## config.mk

```make
export PLATFORM = sky130hd
export DESIGN_NAME = cluster_periph_demux_flat
export DESIGN_NICKNAME = d
export VERILOG_FILES = /design/src/rtl/cluster_periph_demux_if.sv /design/src/rtl/cluster_periph_demux.sv /design/src/flat_wrapper.sv
export SDC_FILE = /design/constraint.sdc
export NUM_CORES = 1
export LEC_CHECK = 0
export ABC_AREA = 1
export ABC_CLOCK_PERIOD_IN_PS = 4540
export CORE_AREA = 5 5 228 230
export CTS_CLUSTER_SIZE = 10
export DETAILED_ROUTE_END_ITERATION = 6
export DIE_AREA = 0 0 233 235
export PLACE_DENSITY_LB_ADDON = 0.25
export SYNTH_ARGS = -nofsm -noshare
export SYNTH_HDL_FRONTEND = slang
export SYNTH_SLANG_ARGS = --single-unit
```

## constraint.sdc

```tcl
create_clock -name clk_i -period 4.54 [get_ports clk_i]
set_input_delay 0.908 -clock clk_i [delete_from_list [all_inputs] [get_ports clk_i]]
set_output_delay 0.908 -clock clk_i [all_outputs]
set_load 0.005 [all_outputs]
```

## src/rtl/cluster_periph_demux_if.sv

```systemverilog
// Core-side data port plus per-slave peripheral signals of the cluster peripheral demux.
// The slave modport is the demux view; the master modport is the surrounding core/peripheral view.
interface cluster_periph_demux_if #(
    parameter int unsigned NumSlv = 12
);
    logic                         mst_req_i;
    logic [31:0]                  mst_add_i;
    logic                         mst_we_i;
    logic [31:0]                  mst_wdata_i;
    logic [3:0]                   mst_be_i;
    logic                         mst_gnt_o;
    logic                         mst_r_valid_o;
    logic [31:0]                  mst_r_data_o;
    logic                         mst_r_err_o;
    logic [NumSlv-1:0]            slv_req_o;
    logic [31:0]                  slv_add_o;
    logic                         slv_we_o;
    logic [31:0]                  slv_wdata_o;
    logic [3:0]                   slv_be_o;
    logic [NumSlv-1:0]            slv_gnt_i;
    logic [NumSlv-1:0]            slv_r_valid_i;
    logic [NumSlv-1:0][31:0]      slv_r_data_i;
    logic                         spurious_rsp_o;

    modport slave (
        input  mst_req_i, mst_add_i, mst_we_i, mst_wdata_i, mst_be_i,
        output mst_gnt_o, mst_r_valid_o, mst_r_data_o, mst_r_err_o,
        output slv_req_o, slv_add_o, slv_we_o, slv_wdata_o, slv_be_o,
        input  slv_gnt_i, slv_r_valid_i, slv_r_data_i,
        output spurious_rsp_o
    );

    modport master (
        output mst_req_i, mst_add_i, mst_we_i, mst_wdata_i, mst_be_i,
        input  mst_gnt_o, mst_r_valid_o, mst_r_data_o, mst_r_err_o,
        input  slv_req_o, slv_add_o, slv_we_o, slv_wdata_o, slv_be_o,
        output slv_gnt_i, slv_r_valid_i, slv_r_data_i,
        input  spurious_rsp_o
    );
endinterface

```

## src/rtl/cluster_periph_demux.sv

```systemverilog
// Address-windowed request demux with in-order outstanding tracking and an
// error responder for unmapped windows.
module cluster_periph_demux #(
    parameter int unsigned NumSlv         = 12,
    parameter int unsigned AddrWinLsb     = 10,
    parameter int unsigned SlvIdxWidth    = 4,
    parameter int unsigned MaxOutstanding = 4,
    parameter logic [31:0] ErrData        = 32'hBADACCE5
) (
    input  logic                   clk_i,
    input  logic                   rst_i,
    cluster_periph_demux_if.slave  bus
);

    localparam int unsigned TgtW = $clog2(NumSlv + 1);
    localparam int unsigned CntW = $clog2(MaxOutstanding + 1);
    localparam logic [TgtW-1:0] ErrTgt = TgtW'(NumSlv);
    localparam logic [CntW-1:0] CntMax = CntW'(MaxOutstanding);

    logic [SlvIdxWidth-1:0] idx;
    logic                   tgt_err;
    logic [TgtW-1:0]        tgt;
    logic [TgtW-1:0]        tgt_q;
    logic [CntW-1:0]        cnt_q;
    logic [CntW-1:0]        cnt_d;
    logic                   err_pend_q;
    logic                   allowed;
    logic                   sel_gnt;
    logic                   gnt;
    logic                   accept;
    logic [NumSlv-1:0]      slv_req;
    logic                   rsp_valid;
    logic [31:0]            rsp_data;
    logic                   rsp_err;
    logic                   spurious;

    assign idx     = bus.mst_add_i[AddrWinLsb +: SlvIdxWidth];
    assign tgt_err = 32'(idx) >= NumSlv;
    assign tgt     = tgt_err ? ErrTgt : TgtW'(idx);

    // Issue gating: a target switch waits until every earlier response has drained.
    always_comb begin
        slv_req = '0;
        gnt     = 1'b0;
        sel_gnt = 1'b0;
        allowed = (cnt_q < CntMax) && ((cnt_q == '0) || (tgt == tgt_q));
        for (int unsigned k = 0; k < NumSlv; k++) begin
            if (tgt == TgtW'(k)) begin
                sel_gnt = bus.slv_gnt_i[k];
            end
        end
        if (allowed && !rst_i) begin
            if (tgt_err) begin
                gnt = bus.mst_req_i;
            end else begin
                gnt = sel_gnt;
                for (int unsigned k = 0; k < NumSlv; k++) begin
                    slv_req[k] = bus.mst_req_i && (tgt == TgtW'(k));
                end
            end
        end
    end

    assign accept = bus.mst_req_i & gnt;

    // Response path: forward only the slave currently owning the outstanding stream.
    always_comb begin
        rsp_valid = 1'b0;
        rsp_data  = '0;
        rsp_err   = 1'b0;
        spurious  = 1'b0;
        if (tgt_q == ErrTgt) begin
            rsp_valid = err_pend_q;
            rsp_data  = ErrData;
            rsp_err   = 1'b1;
        end else if (cnt_q != '0) begin
            for (int unsigned k = 0; k < NumSlv; k++) begin
                if (tgt_q == TgtW'(k)) begin
                    rsp_valid = bus.slv_r_valid_i[k];
                    rsp_data  = bus.slv_r_data_i[k];
                end
            end
        end
        for (int unsigned k = 0; k < NumSlv; k++) begin
            if (bus.slv_r_valid_i[k] && ((cnt_q == '0) || (tgt_q != TgtW'(k)))) begin
                spurious = 1'b1;
            end
        end
        if (rst_i) begin
            rsp_valid = 1'b0;
            rsp_data  = '0;
            rsp_err   = 1'b0;
            spurious  = 1'b0;
        end
    end

    always_comb begin
        cnt_d = cnt_q;
        if (accept && !rsp_valid && (cnt_q != CntMax)) begin
            cnt_d = cnt_q + CntW'(1);
        end else if (!accept && rsp_valid && (cnt_q != '0)) begin
            cnt_d = cnt_q - CntW'(1);
        end
    end

    always_ff @(posedge clk_i or posedge rst_i) begin
        if (rst_i) begin
            cnt_q      <= '0;
            tgt_q      <= '0;
            err_pend_q <= 1'b0;
        end else begin
            cnt_q      <= cnt_d;
            err_pend_q <= accept && tgt_err;
            if (accept) begin
                tgt_q <= tgt;
            end
        end
    end

    assign bus.mst_gnt_o      = gnt;
    assign bus.mst_r_valid_o  = rsp_valid;
    assign bus.mst_r_data_o   = rsp_data;
    assign bus.mst_r_err_o    = rsp_err;
    assign bus.slv_req_o      = slv_req;
    assign bus.spurious_rsp_o = spurious;
    assign bus.slv_add_o      = bus.mst_add_i;
    assign bus.slv_we_o       = bus.mst_we_i;
    assign bus.slv_wdata_o    = bus.mst_wdata_i;
    assign bus.slv_be_o       = bus.mst_be_i;

endmodule

```

## src/flat_wrapper.sv

```systemverilog
// flat-port wrapper written by rule: the top's interface ports become plain ports
module cluster_periph_demux_flat 
#(
    parameter int unsigned NumSlv         = 12,
    parameter int unsigned AddrWinLsb     = 10,
    parameter int unsigned SlvIdxWidth    = 4,
    parameter int unsigned MaxOutstanding = 4,
    parameter logic [31:0] ErrData        = 32'hBADACCE5
)
  (clk_i, rst_i, bus_mst_req_i, bus_mst_add_i, bus_mst_we_i, bus_mst_wdata_i, bus_mst_be_i, bus_mst_gnt_o, bus_mst_r_valid_o, bus_mst_r_data_o, bus_mst_r_err_o, bus_slv_req_o, bus_slv_add_o, bus_slv_we_o, bus_slv_wdata_o, bus_slv_be_o, bus_slv_gnt_i, bus_slv_r_valid_i, bus_slv_r_data_i, bus_spurious_rsp_o);
  cluster_periph_demux_if #(.NumSlv(NumSlv)) bus_i ();
  input  logic clk_i;
  input  logic rst_i;
  input wire logic [$bits(bus_i.mst_req_i)-1:0] bus_mst_req_i;
  input wire logic [$bits(bus_i.mst_add_i)-1:0] bus_mst_add_i;
  input wire logic [$bits(bus_i.mst_we_i)-1:0] bus_mst_we_i;
  input wire logic [$bits(bus_i.mst_wdata_i)-1:0] bus_mst_wdata_i;
  input wire logic [$bits(bus_i.mst_be_i)-1:0] bus_mst_be_i;
  output wire logic [$bits(bus_i.mst_gnt_o)-1:0] bus_mst_gnt_o;
  output wire logic [$bits(bus_i.mst_r_valid_o)-1:0] bus_mst_r_valid_o;
  output wire logic [$bits(bus_i.mst_r_data_o)-1:0] bus_mst_r_data_o;
  output wire logic [$bits(bus_i.mst_r_err_o)-1:0] bus_mst_r_err_o;
  output wire logic [$bits(bus_i.slv_req_o)-1:0] bus_slv_req_o;
  output wire logic [$bits(bus_i.slv_add_o)-1:0] bus_slv_add_o;
  output wire logic [$bits(bus_i.slv_we_o)-1:0] bus_slv_we_o;
  output wire logic [$bits(bus_i.slv_wdata_o)-1:0] bus_slv_wdata_o;
  output wire logic [$bits(bus_i.slv_be_o)-1:0] bus_slv_be_o;
  input wire logic [$bits(bus_i.slv_gnt_i)-1:0] bus_slv_gnt_i;
  input wire logic [$bits(bus_i.slv_r_valid_i)-1:0] bus_slv_r_valid_i;
  input wire logic [$bits(bus_i.slv_r_data_i)-1:0] bus_slv_r_data_i;
  output wire logic [$bits(bus_i.spurious_rsp_o)-1:0] bus_spurious_rsp_o;
  assign bus_i.mst_req_i = bus_mst_req_i;
  assign bus_i.mst_add_i = bus_mst_add_i;
  assign bus_i.mst_we_i = bus_mst_we_i;
  assign bus_i.mst_wdata_i = bus_mst_wdata_i;
  assign bus_i.mst_be_i = bus_mst_be_i;
  assign bus_mst_gnt_o = bus_i.mst_gnt_o;
  assign bus_mst_r_valid_o = bus_i.mst_r_valid_o;
  assign bus_mst_r_data_o = bus_i.mst_r_data_o;
  assign bus_mst_r_err_o = bus_i.mst_r_err_o;
  assign bus_slv_req_o = bus_i.slv_req_o;
  assign bus_slv_add_o = bus_i.slv_add_o;
  assign bus_slv_we_o = bus_i.slv_we_o;
  assign bus_slv_wdata_o = bus_i.slv_wdata_o;
  assign bus_slv_be_o = bus_i.slv_be_o;
  assign bus_i.slv_gnt_i = bus_slv_gnt_i;
  assign bus_i.slv_r_valid_i = bus_slv_r_valid_i;
  assign bus_i.slv_r_data_i = bus_slv_r_data_i;
  assign bus_spurious_rsp_o = bus_i.spurious_rsp_o;
  cluster_periph_demux #(.NumSlv(NumSlv), .AddrWinLsb(AddrWinLsb), .SlvIdxWidth(SlvIdxWidth), .MaxOutstanding(MaxOutstanding), .ErrData(ErrData)) u_core (.clk_i(clk_i), .rst_i(rst_i), .bus(bus_i));
endmodule
```

# Yosys cells after proc, flatten, opt, wreduce, memory -nomap -nowiden
# Index checks and enable logic that the tools add are counted.
# Widths: inputs -> output; s select.
# word_totals
regBits	8
inputBits	480
out_inout_bits	117
# classes
addsub	2
n_lt_le_gt_ge	2
eq_ne	36
muxes	64
bitwise	1
n_reduce_logical	53
# op_table
op	n
$mux 32	15
$mux 1	44
$eq 4x4->1 const B	9
$eq 4x3->1 const B	8
$logic_and 1x1->1	31
$mux 12	2
$eq 4x2->1 const B	4
$ne 4x3->1 const B	4
$ne 4x4->1 const B	4
$logic_or 1x1->1	13
$eq 4x1->1 const B	2
$logic_not 4->1	2
$ne 4x2->1 const B	2
$mux 3	2
$eq 4x4->1	1
$ge 4x4->1 const B	1
$mux 4	1
$ne 4x1->1 const B	1
$reduce_bool 4->1	1
$add 3x1->3 const B	1
$logic_not 1->1	3
$logic_not 3->1	1
$lt 3x3->1 const B	1
$ne 3x3->1 const B	1
4 further kinds	4

# Depth between registers and ports, before layout
# Gate-level depths: netlist of run 1.
# logic_depth
depth_word	23
ltp_mapped	18

# Least setup slack after synthesis of run 1
# No wires, ideal clock.
# synth_timing
path_type	input to output
startpoint	input port bus_mst_add_i[12]
endpoint	output port bus_slv_req_o[5]
t_arrival_ns	2.196
slack_ns	1.436
path_stages	11
n_path_buf	2
path_cell_list	buf_4 > nand2_4 > nand2_1 > xor2_1 > nand3_1 > o21ai_1 > nand3_1 > inv_1 > nand2_1 > clkbuf_1 > nor4_1
# synth_via
elab_chain_len	7
elab_cells_between_ends	10
# synth_lines
element	line_no	source
start: declaration	flat_wrapper.sv:15	input wire logic [$bits(bus_i.mst_add_i)-1:0] bus_mst_add_i;
$ge 4x4->1	cluster_periph_demux.sv:38	assign tgt_err = 32'(idx) >= NumSlv;
$mux 4	cluster_periph_demux.sv:39	assign tgt = tgt_err ? ErrTgt : TgtW'(idx);
$eq 4x4->1	cluster_periph_demux.sv:46	allowed = (cnt_q < CntMax) && ((cnt_q == '0) || (tgt == tgt_q));
$logic_or 1x1->1	cluster_periph_demux.sv:46	
$logic_and 1x1->1	cluster_periph_demux.sv:46	
$logic_and 1x1->1	cluster_periph_demux.sv:52	if (allowed && !rst_i) begin
$mux 12 (*)	cluster_periph_demux.sv:52	
end: declaration	flat_wrapper.sv:23	output wire logic [$bits(bus_i.slv_req_o)-1:0] bus_slv_req_o;
# Every way passes the cells marked *; elsewhere a longest branch is shown, timed or not.

# Final worst setup path of run 1
# layout_timing
startpoint	register u_core.tgt_q[1]
endpoint	output port bus_mst_r_data_o[5]
# layout_via
elab_chain_len	16
elab_cells_between_ends	28
# layout_lines
element	line_no	source
start: declaration	cluster_periph_demux.sv:23	logic [TgtW-1:0] tgt_q;
start signal: assignment	cluster_periph_demux.sv:115	tgt_q <= tgt;
$logic_not 4->1	cluster_periph_demux.sv:78	if (tgt_q == TgtW'(k)) begin
$mux 32 (12 in series)	cluster_periph_demux.sv:78	
$mux 32	cluster_periph_demux.sv:76	end else if (cnt_q != '0) begin
$mux 32 (*)	cluster_periph_demux.sv:72	if (tgt_q == ErrTgt) begin
$mux 32 (*)	cluster_periph_demux.sv:89	if (rst_i) begin
end: declaration	flat_wrapper.sv:21	output wire logic [$bits(bus_i.mst_r_data_o)-1:0] bus_mst_r_data_o;
# Marks and branches as above.

==> results_dict.tcl, run 1 <==
set metrics [dict create \
    outcome "finished clean" \
    rsz0062_at_grt "false" \
    powerDensity_mw_per_mm2 453 \
    power_frac_comb_pct 93.1 \
    irDropWorstVdd_v 0.000194 \
    ant_nets 0 \
    synth-seq-area-share_pct 4.48 \
    cts_sinks 8 \
    synth_top_area_share_pct 25.5 \
    ys_warn_count 0 \
    vias_per_cell 3.81 \
    initialDrtViolationCount 275 \
    grtUsageTotal_pct 14.3 \
    maxSlewHeadroom_pct 61.9 \
    crit_arrival_ns 3.32 \
    cp_slowest_stage_delay_ns 0.47 \
    worst_pin_slew_ns 0.567 \
    syn-num-nets 1328 \
    pwr-share-seq_pct 3.5 \
    first_global_vias 7728 \
    slew_viol_final 0 \
    hold_viol_final 0 \
    dieArea_mm2 0.0548 \
    skew_ns 0.000601 \
    clockPowerShare_pct 3.4 \
    row_count 82 \
    cts-buffers-inserted 3 \
    fmax_mhz 236 \
    finalSetupViolCount 0 \
    cts_buffer_depth 2 \
    power_mw 4.41 \
    cp.required_ns 3.63 \
    clock_latency_ns 0.23 \
    wl_per_cell_um 22.1 \
    start_util_pct 9.00 \
    grt_pass1_wl_mm 57.7 \
    dr.pass1.iters 5 \
    area_growth_pct 117 \
    root_buffer "clkbuf_16" \
    place.gp.congestion 0.963 \
    coreArea_mm2 0.0497 \
    p_sw_share_pct 57.5 \
    path_max_fanout 22 \
    die_y_um 235 \
    fin_crit_sh_pct 93.1 \
    clk_pin_slew_worst_paths_ns 0.04 \
    cts_tree "done" \
    crit_slowest_cell "clkdlybuf4s50_1" \
    leakage_nw 3.80 \
    power.internal_mw 1.87 \
    min_period_ns 4.23 \
    port_buffers 466 \
    dp_slack_ns 0.0959 \
    die_w_um 233 \
    ys_ff_latch 8 \
    syn_area_mm2 0.00447 \
    pin_count 597 \
    fillers 5762 \
    dp_hpwl_mm 36.8 \
    netlist_instances 847 \
    mostFrequentLayoutCell "clkdlybuf4s50_1" \
    worst_setup_path_end_kind "primary output" \
    antenna_found_initial 9 \
    synth.area.top_cells "nand2_1 26%, buf_4 12%, nand3_1 9.6%" \
    async_reset_ff_share_pct 100 \
    cp-start-kind "register" \
    tns_ns 0 \
    dr_total_vias 7287 \
    syn_avg_cell_area_um2 5.28 \
    grt_max_degree 35 \
    crit_chain "nand2_1 > inv_1 > nand2_1 > inv_4 > buf_4 > nand2_1 > nand3_1 > a221oi_2 > nand3_1 > a21oi_1 > nand2_1 > nand2_1 > nand2_1 > clkdlybuf4s50_1" \
    yosys.area.top_type "nand2_1" \
    layout-drive-gt1-share_pct 8.32 \
    switching_power_mw 2.53 \
    layout_common_cells "466 x clkdlybuf4s50_1, 303 x nand2_1, 86 x nand3_1, 81 x a21oi_1, 60 x nor2_1" \
    synth_cell_types 38 \
    fin_ws_ns 0.311 \
    path_buf_inv 4 \
    drc_errors 0 \
    hold_path_class "register to register" \
    cts_max_level 1 \
    wl_mm 42.2 \
    drv_cap 0 \
    synth_edf_count 0 \
    overflow 0 \
    crit_path_frequent_cell "nand2_1" \
    crit_family "buffers and inverters" \
    nNetsFinal 1721 \
    finish.utilization_pct 19.6 \
    ys.flop_type "dfrtp_1" \
    worstSetupPathType "register to primary output" \
]
-- final cells by class --
type | instances | area, um2 | area share (%)
inverters | 44 | 170 | 1.75
diodes | 2 | 5.00 | 0.0515
clock buffers | 3 | 75.1 | 0.773
well taps | 672 | 841 | 8.65
flip-flops and latches | 8 | 200 | 2.06
repair buffers | 505 | 4980 | 51.3
multi-input cells | 678 | 3440 | 35.4
-- routing by layer --
metal | up-vias | routed length (um) | GRT usage, %
met5 | - | 81 | 0
met4 | 12 | 410 | 1.50
met3 | 44 | 3660 | 4.50
met2 | 357 | 21200 | 26.6
met1 | 3297 | 16800 | 16.4
li1 | 3577 | - | -
-- stage by stage --
stage	hold WS, ns	instance area (um2)	std cells
3_3_place_gp	0.507	9600	1907
4_1_cts	0.527	9690	1910
6_report	0.526	9720	1912
2_1_floorplan	0.481	4470	847
3_5_place_dp	0.517	9600	1907
5_1_grt	0.544	9710	1911
-- kinds of logic (layout without fill, tap and decap cells) --
| family | count (synthesis) | in the layout | synth area share (%) |
|---|---|---|---|
| xor+xnor | 4 | 4 | 0.784 |
| compound gates | 174 | 174 | 26.2 |
| buf+inv | 161 | 552 | 20.5 |
| other cells | 0 | 2 | 0 |
| flops | 8 | 8 | 4.48 |
| simple gates | 499 | 499 | 47.6 |
| fa+ha+maj | 1 | 1 | 0.448 |
-- power groups by stage --
stage               logic, mW  clock network (mW)  registers [mW]
global route             4.55               0.154           0.158
finish                   4.10               0.150           0.152
floorplan                1.93                   0           0.143
detailed placement       4.28                   0           0.153
CTS                      4.31               0.149           0.152
global placement         4.27                   0           0.153
-- worst reg2reg max path, delay by kind of cell, from the launching register on --
kind	cells	cell delay, ns
simple gates	8	1.20
compound gates	1	0.16
buf+inv	4	0.55
fa+ha+maj	1	0.44
flops	1	0.42
-- state kept, by name, summed over array words and instances (netlist names) --
name and count:
u_core.tgt_q 4, u_core.cnt_q 3, u_core.err_pend_q 1
-- what timing repair did --
action                                  4_1_cts  5_1_grt
resized for setup                             1        9
buffers inserted                              0        0
endpoints found under the setup margin        1        7
hold buffers                                  0        0
endpoints found under the hold margin         0        0
-- synth_stat cells (5+ instances only) --
library cell and n:
inv_1 30, clkbuf_1 24, a221oi_2 22, buf_2 18, a221oi_1 11, nor2_2 5, nand3_1 86, a21oi_1 81
nand4_1 21, o21ai_0 30, o21ai_1 17, dfrtp_1 8, nand2_1 304, inv_2 14, buf_4 73, nor2_1 66
-- final timing paths --
path / startpoint / endpoint / slack (ns) / cells after the start
max reg2reg: u_core.cnt_q[0] / u_core.cnt_q[2] / 1.65 / 14
max in group asynchronous: rst_i / u_core.tgt_q[1] / 3.30 / 3
max: u_core.tgt_q[1] / bus_mst_r_data_o[5] / 0.31 / 14
min in group asynchronous: rst_i / u_core.err_pend_q / 1.09 / 3
min: u_core.cnt_q[2] / u_core.cnt_q[2] / 0.53 / 2
min reg2reg: u_core.cnt_q[2] / u_core.cnt_q[2] / 0.53 / 2
No activity file was read; power rests on OpenSTA's default activity.
==> inputs of run 2 (changes only) <==
--- a/config.mk
+++ b/config.mk
@@ -6,7 +6,7 @@
 export NUM_CORES = 1
 export LEC_CHECK = 0
 export ABC_AREA = 1
-export ABC_CLOCK_PERIOD_IN_PS = 4540
+export ABC_CLOCK_PERIOD_IN_PS = 5460
 export CORE_AREA = 5 5 228 230
 export CTS_CLUSTER_SIZE = 10
 export DETAILED_ROUTE_END_ITERATION = 6
==> constraint.sdc (replaced) <==
create_clock -name clk_i -period 5.46 [get_ports clk_i]
set_input_delay 1.092 -clock clk_i [delete_from_list [all_inputs] [get_ports clk_i]]
set_output_delay 1.092 -clock clk_i [all_outputs]
set_load 0.005 [all_outputs]
==> results_dict.tcl, run 2 (same netlist as run 1, synthesis figures left out) <==
set metrics [dict create \
    outcome "finished clean" \
    cts_sinks 8 \
    irDropWorstVdd_v 0.000114 \
    grt_pass1_wl_mm 57.3 \
    dr.pass1.iters 5 \
    wl_mm 42.3 \
    hold_end "u_core.cnt_q[2]" \
    worstSetupPathType "primary input to primary output" \
    layout-drive-gt1-share_pct 6.56 \
    crit_arrival_ns 3.87 \
    cts_max_level 1 \
    mostFrequentLayoutCell "clkdlybuf4s50_1" \
    final_cell_area_mm2 0.00951 \
    reg_top3 "u_core.tgt_q x4, u_core.cnt_q x3, u_core.err_pend_q x1" \
    antenna_found_initial 11 \
    ant_nets 0 \
    crit_slowest_cell "clkdlybuf4s50_1" \
    area_growth_pct 113 \
    layout_common_cells "466 x clkdlybuf4s50_1, 304 x nand2_1, 86 x nand3_1, 81 x a21oi_1, 60 x nor2_1" \
    fin_crit_sh_pct 90.9 \
    first_global_vias 7667 \
    dr_total_vias 7264 \
    reg2reg_depth 15 \
    largest_reg_flops 4 \
    hold_viol_final 0 \
    min_period_ns 4.96 \
    crit_chain "clkdlybuf4s50_1 > nand2_4 > nand2_1 > xor2_1 > nand3_1 > o21ai_1 > nand3_1 > inv_1 > nand2_1 > inv_2 > and3_1 > clkdlybuf4s50_1" \
    wl_per_cell_um 22.3 \
    cp_slowest_stage_delay_ns 0.75 \
    start_util_pct 9.00 \
    worst_setup_path_end_kind "primary output" \
    pin_count 597 \
    die_y_um 235 \
    slew_viol_final 0 \
    skew_ns 0.00405 \
    dieArea_mm2 0.0548 \
    dp_hpwl_mm 36.5 \
    cts_setup_buffers 0 \
    path_max_fanout 11 \
    clock_latency_ns 0.24 \
    ctsHoldBuffers 0 \
    path_buf_inv 4 \
    clk_pin_slew_worst_paths_ns 0.04 \
    hold_path_class "register to register" \
    regToRegEndpoint "u_core.cnt_q[2]" \
    cts_resized 0 \
    overflow 0 \
    die_w_um 233 \
    fmax_mhz 201 \
    reg2reg_slack_ns 2.40 \
    rsz0062_at_grt "false" \
    grtUsageTotal_pct 14.3 \
    worst_pin_slew_ns 1.07 \
    drv_cap 0 \
    powerDensity_mw_per_mm2 373 \
    r2r_start "u_core.cnt_q[0]" \
    largest_register "u_core.tgt_q" \
    place.gp.congestion 0.933 \
    cts_tree "done" \
    tns_ns 0 \
    initialDrtViolationCount 293 \
    vias_per_cell 3.84 \
    hold_depth 2 \
    maxSlewHeadroom_pct 28.3 \
    critPathLaunch "bus_mst_add_i[12]" \
    cp-start-kind "primary input" \
    placed_cell_area_mm2 0.00943 \
    cp.required_ns 4.37 \
    finalSetupViolCount 0 \
    root_buffer "clkbuf_16" \
    coreArea_mm2 0.0497 \
    min_from "u_core.cnt_q[2]" \
    drc_errors 0 \
    cts_buffer_depth 2 \
    port_buffers 466 \
    leakage_nw 3.70 \
    crit_family "buffers and inverters" \
    nNetsFinal 1702 \
    cts-buffers-inserted 3 \
    grt_max_degree 38 \
    row_count 82 \
]
## run 2: metrics by stage
| step | cells | total power [mW] | hold slack (ns) | util [%] | setup WS [ns] |
|---|---|---|---|---|---|
| floorplan | 847 | 1.73 | 0.481 | - | 1.99 |
| global placement | 1888 | 3.59 | 0.507 | 19.0 | 0.497 |
| detailed placement | 1888 | 3.60 | 0.514 | 19.0 | 0.502 |
| CTS | 1891 | 3.73 | 0.522 | 19.1 | 0.482 |
| global route | 1892 | 3.93 | 0.568 | 19.2 | 0.254 |
| finish | 1893 | 3.55 | 0.526 | 19.2 | 0.496 |
## run 2: report_power, final
group | internal [mW] | switching [mW] | total [mW]
registers | 0.0863 | 0.0438 | 0.130
logic | 1.29 | 2.01 | 3.29
clock network | 0.0947 | 0.0312 | 0.126
total | 1.47 | 2.08 | 3.55
## run 2: how the worst max path moves through the flow
| stage | cells past startpoint | slack, ns | end |
|---|---|---|---|
| after floorplan | 11 | 1.99 | bus_slv_req_o[5] |
| after global placement | 12 | 0.50 | bus_slv_req_o[2] |
| after detailed placement | 12 | 0.50 | bus_slv_req_o[2] |
| after CTS | 12 | 0.48 | bus_slv_req_o[2] |
| after global routing | 12 | 0.25 | bus_slv_req_o[2] |
| final | 12 | 0.50 | bus_slv_req_o[2] |
## run 2: final cells by class
cell class                 count  area [um2]
antenna                        2        5.00
clock buffer                   3        75.1
fill                        5785       40100
inverter                      44         165
multi-input combinational    678        3410
sequential                     8         200
tap                          672         841
timing repair buffer         486        4810
## run 2: metal layers
metal,vias up,global-route usage [%],share of wire [%]
met5,-,0,0.27
met4,16,3.03,2.2
met3,59,4.89,9.1
met2,353,25.9,49
met1,3293,16.1,39
li1,3543,-,-
## run 2: tightest hold or removal path: stages (launching register included)
cell	delay (ns)
dfrtp_1	0.38
nand2_1	0.07
nand2_1	0.04
==> inputs of run 3 (changes only) <==
--- a/config.mk
+++ b/config.mk
@@ -6,12 +6,14 @@
 export NUM_CORES = 1
 export LEC_CHECK = 0
 export ABC_AREA = 1
-export ABC_CLOCK_PERIOD_IN_PS = 5460
+export ABC_CLOCK_PERIOD_IN_PS = 6400
+export CAP_MARGIN = 10
 export CORE_AREA = 5 5 228 230
 export CTS_CLUSTER_SIZE = 10
 export DETAILED_ROUTE_END_ITERATION = 6
 export DIE_AREA = 0 0 233 235
 export PLACE_DENSITY_LB_ADDON = 0.25
+export SETUP_SLACK_MARGIN = 0.05
 export SYNTH_ARGS = -nofsm -noshare
 export SYNTH_HDL_FRONTEND = slang
 export SYNTH_SLANG_ARGS = --single-unit
==> constraint.sdc (replaced) <==
create_clock -name clk_i -period 6.4 [get_ports clk_i]
set_input_delay 1.28 -clock clk_i [delete_from_list [all_inputs] [get_ports clk_i]]
set_output_delay 1.28 -clock clk_i [all_outputs]
set_load 0.005 [all_outputs]
==> results_dict.tcl, run 3 (same netlist as run 1, synthesis figures left out) <==
set metrics [dict create \
    outcome "finished clean" \
    path_buf_inv 4 \
    cts_resized 0 \
    placed_cell_area_mm2 0.00937 \
    irDropWorstVdd_v 0.000127 \
    grt_pass1_wl_mm 57.7 \
    die_w_um 233 \
    drc_errors 0 \
    dr.pass1.iters 6 \
    root_buffer "clkbuf_16" \
    leakage_nw 3.66 \
    port_buffers 466 \
    switching_power_mw 1.76 \
    place.gp.congestion 0.884 \
    start_util_pct 9.00 \
    final_cell_area_mm2 0.00946 \
    row_count 82 \
    power.internal_mw 1.21 \
    crit_family "buffers and inverters" \
    maxSlewHeadroom_pct 31.2 \
    fillers 5736 \
    hold_ws_ns 0.530 \
    cp_slowest_stage_delay_ns 0.75 \
    hold_path_class "register to register" \
    tns_ns 0 \
    reg_top3 "u_core.tgt_q x4, u_core.cnt_q x3, u_core.err_pend_q x1" \
    powerDensity_mw_per_mm2 314 \
    power_mw 2.97 \
    pwr-share-seq_pct 3.7 \
    largest_register "u_core.tgt_q" \
    vias_per_cell 3.83 \
    worst_pin_slew_ns 1.03 \
    p_sw_share_pct 59.1 \
    grtUsageTotal_pct 14.4 \
    cts_sinks 8 \
    fmax_mhz 187 \
    clock_latency_ns 0.23 \
    crit_arrival_ns 4.07 \
    pin_count 597 \
    cp-start-kind "primary input" \
    skew_ns 0.00500 \
    ctsHoldBuffers 0 \
    worstSetupPathType "primary input to primary output" \
    cts-buffers-inserted 3 \
    ant_nets 0 \
    area_growth_pct 112 \
    overflow 0 \
    dieArea_mm2 0.0548 \
    initialDrtViolationCount 287 \
    cts_tree "done" \
    mostFrequentLayoutCell "clkdlybuf4s50_1" \
    min_period_ns 5.35 \
    layout-drive-gt1-share_pct 5.95 \
    crit_slowest_cell "clkdlybuf4s50_1" \
    layout_common_cells "466 x clkdlybuf4s50_1, 304 x nand2_1, 86 x nand3_1, 81 x a21oi_1, 60 x nor2_1" \
    clk_pin_slew_worst_paths_ns 0.04 \
    cp.required_ns 5.12 \
    finalSetupViolCount 0 \
    rsz0062_at_grt "false" \
    first_global_vias 7715 \
    cts_buffer_depth 2 \
    dp_hpwl_mm 36.8 \
    worst_setup_path_end_kind "primary output" \
    hold_viol_final 0 \
    fin_crit_sh_pct 83.6 \
    grt_max_degree 38 \
    cts_setup_buffers 0 \
    path_max_fanout 11 \
    clockPowerShare_pct 3.5 \
    nNetsFinal 1694 \
    die_y_um 235 \
    largest_reg_flops 4 \
    dr_total_vias 7233 \
    drv_cap 0 \
    slew_viol_final 0 \
    crit_chain "clkdlybuf4s50_1 > nand2_4 > nand2_1 > xor2_1 > nand3_1 > o21ai_1 > nand3_1 > inv_1 > nand2_1 > inv_2 > and3_1 > clkdlybuf4s50_1" \
    power_frac_comb_pct 92.7 \
    finish.utilization_pct 19.0 \
    wl_per_cell_um 22.5 \
    cts_max_level 1 \
    coreArea_mm2 0.0497 \
    antenna_found_initial 14 \
    wl_mm 42.5 \
]
[run 3: cell types whose count changed in the layout (fill, tap and decap cells not counted)]
cell / delta
buf_4: -8
diode_2: +2
[run 3: layout make-up]
type | instances | area (um2) | share of cell area, %
Timing Repair Buffer | 478 | 4750 | 50.3
Multi-Input combinational cell | 678 | 3410 | 36.1
Tap cell | 672 | 841 | 8.89
Sequential cell | 8 | 200 | 2.12
Inverter | 44 | 165 | 1.75
Clock buffer | 3 | 75.1 | 0.794
Antenna cell | 4 | 10.0 | 0.106
[run 3: worst min-delay path, delay by kind of cell, from the launching register on]
family	cells	cell delay, ns
flops	1	0.38
simple gates	2	0.12
[run 3: power groups by stage]
stage               sequential, mW  clock (mW)  combinational (mW)
floorplan                    0.102           0                1.37
global placement             0.110           0                2.88
detailed placement           0.111           0                2.88
CTS                          0.110       0.105                2.90
global route                 0.116       0.106                3.06
finish                       0.111       0.105                2.75
[run 3: metrics by stage]
step	setup WS [ns]	std cells
6_report	1.05	1887
5_1_grt	0.755	1883
4_1_cts	1.04	1883
3_5_place_dp	1.05	1880
3_3_place_gp	1.05	1880
2_1_floorplan	2.55	847
[run 3: metal layers]
metal / GRT usage [%] / part of all wire (%)
met1: 16.1 / 39
met5: 0 / 0.28
met4: 2.52 / 2.0
met3: 5.00 / 9.1
met2: 26.5 / 50
[run 3: path summary, 6_finish.rpt]
| check | from | endpoint | slack, ns | cells after the start |
|---|---|---|---|---|
| worst max-delay path | bus_mst_add_i[12] | bus_slv_req_o[2] | 1.05 | 12 |
| worst min-delay path | u_core.cnt_q[2] | u_core.cnt_q[2] | 0.53 | 2 |
| worst max register to register | u_core.tgt_q[0] | u_core.cnt_q[1] | 2.82 | 10 |
| worst min register to register | u_core.cnt_q[2] | u_core.cnt_q[2] | 0.53 | 2 |
| max in group asynchronous | rst_i | u_core.tgt_q[3] | 4.69 | 2 |
| min in group asynchronous | rst_i | u_core.err_pend_q | 1.41 | 2 |
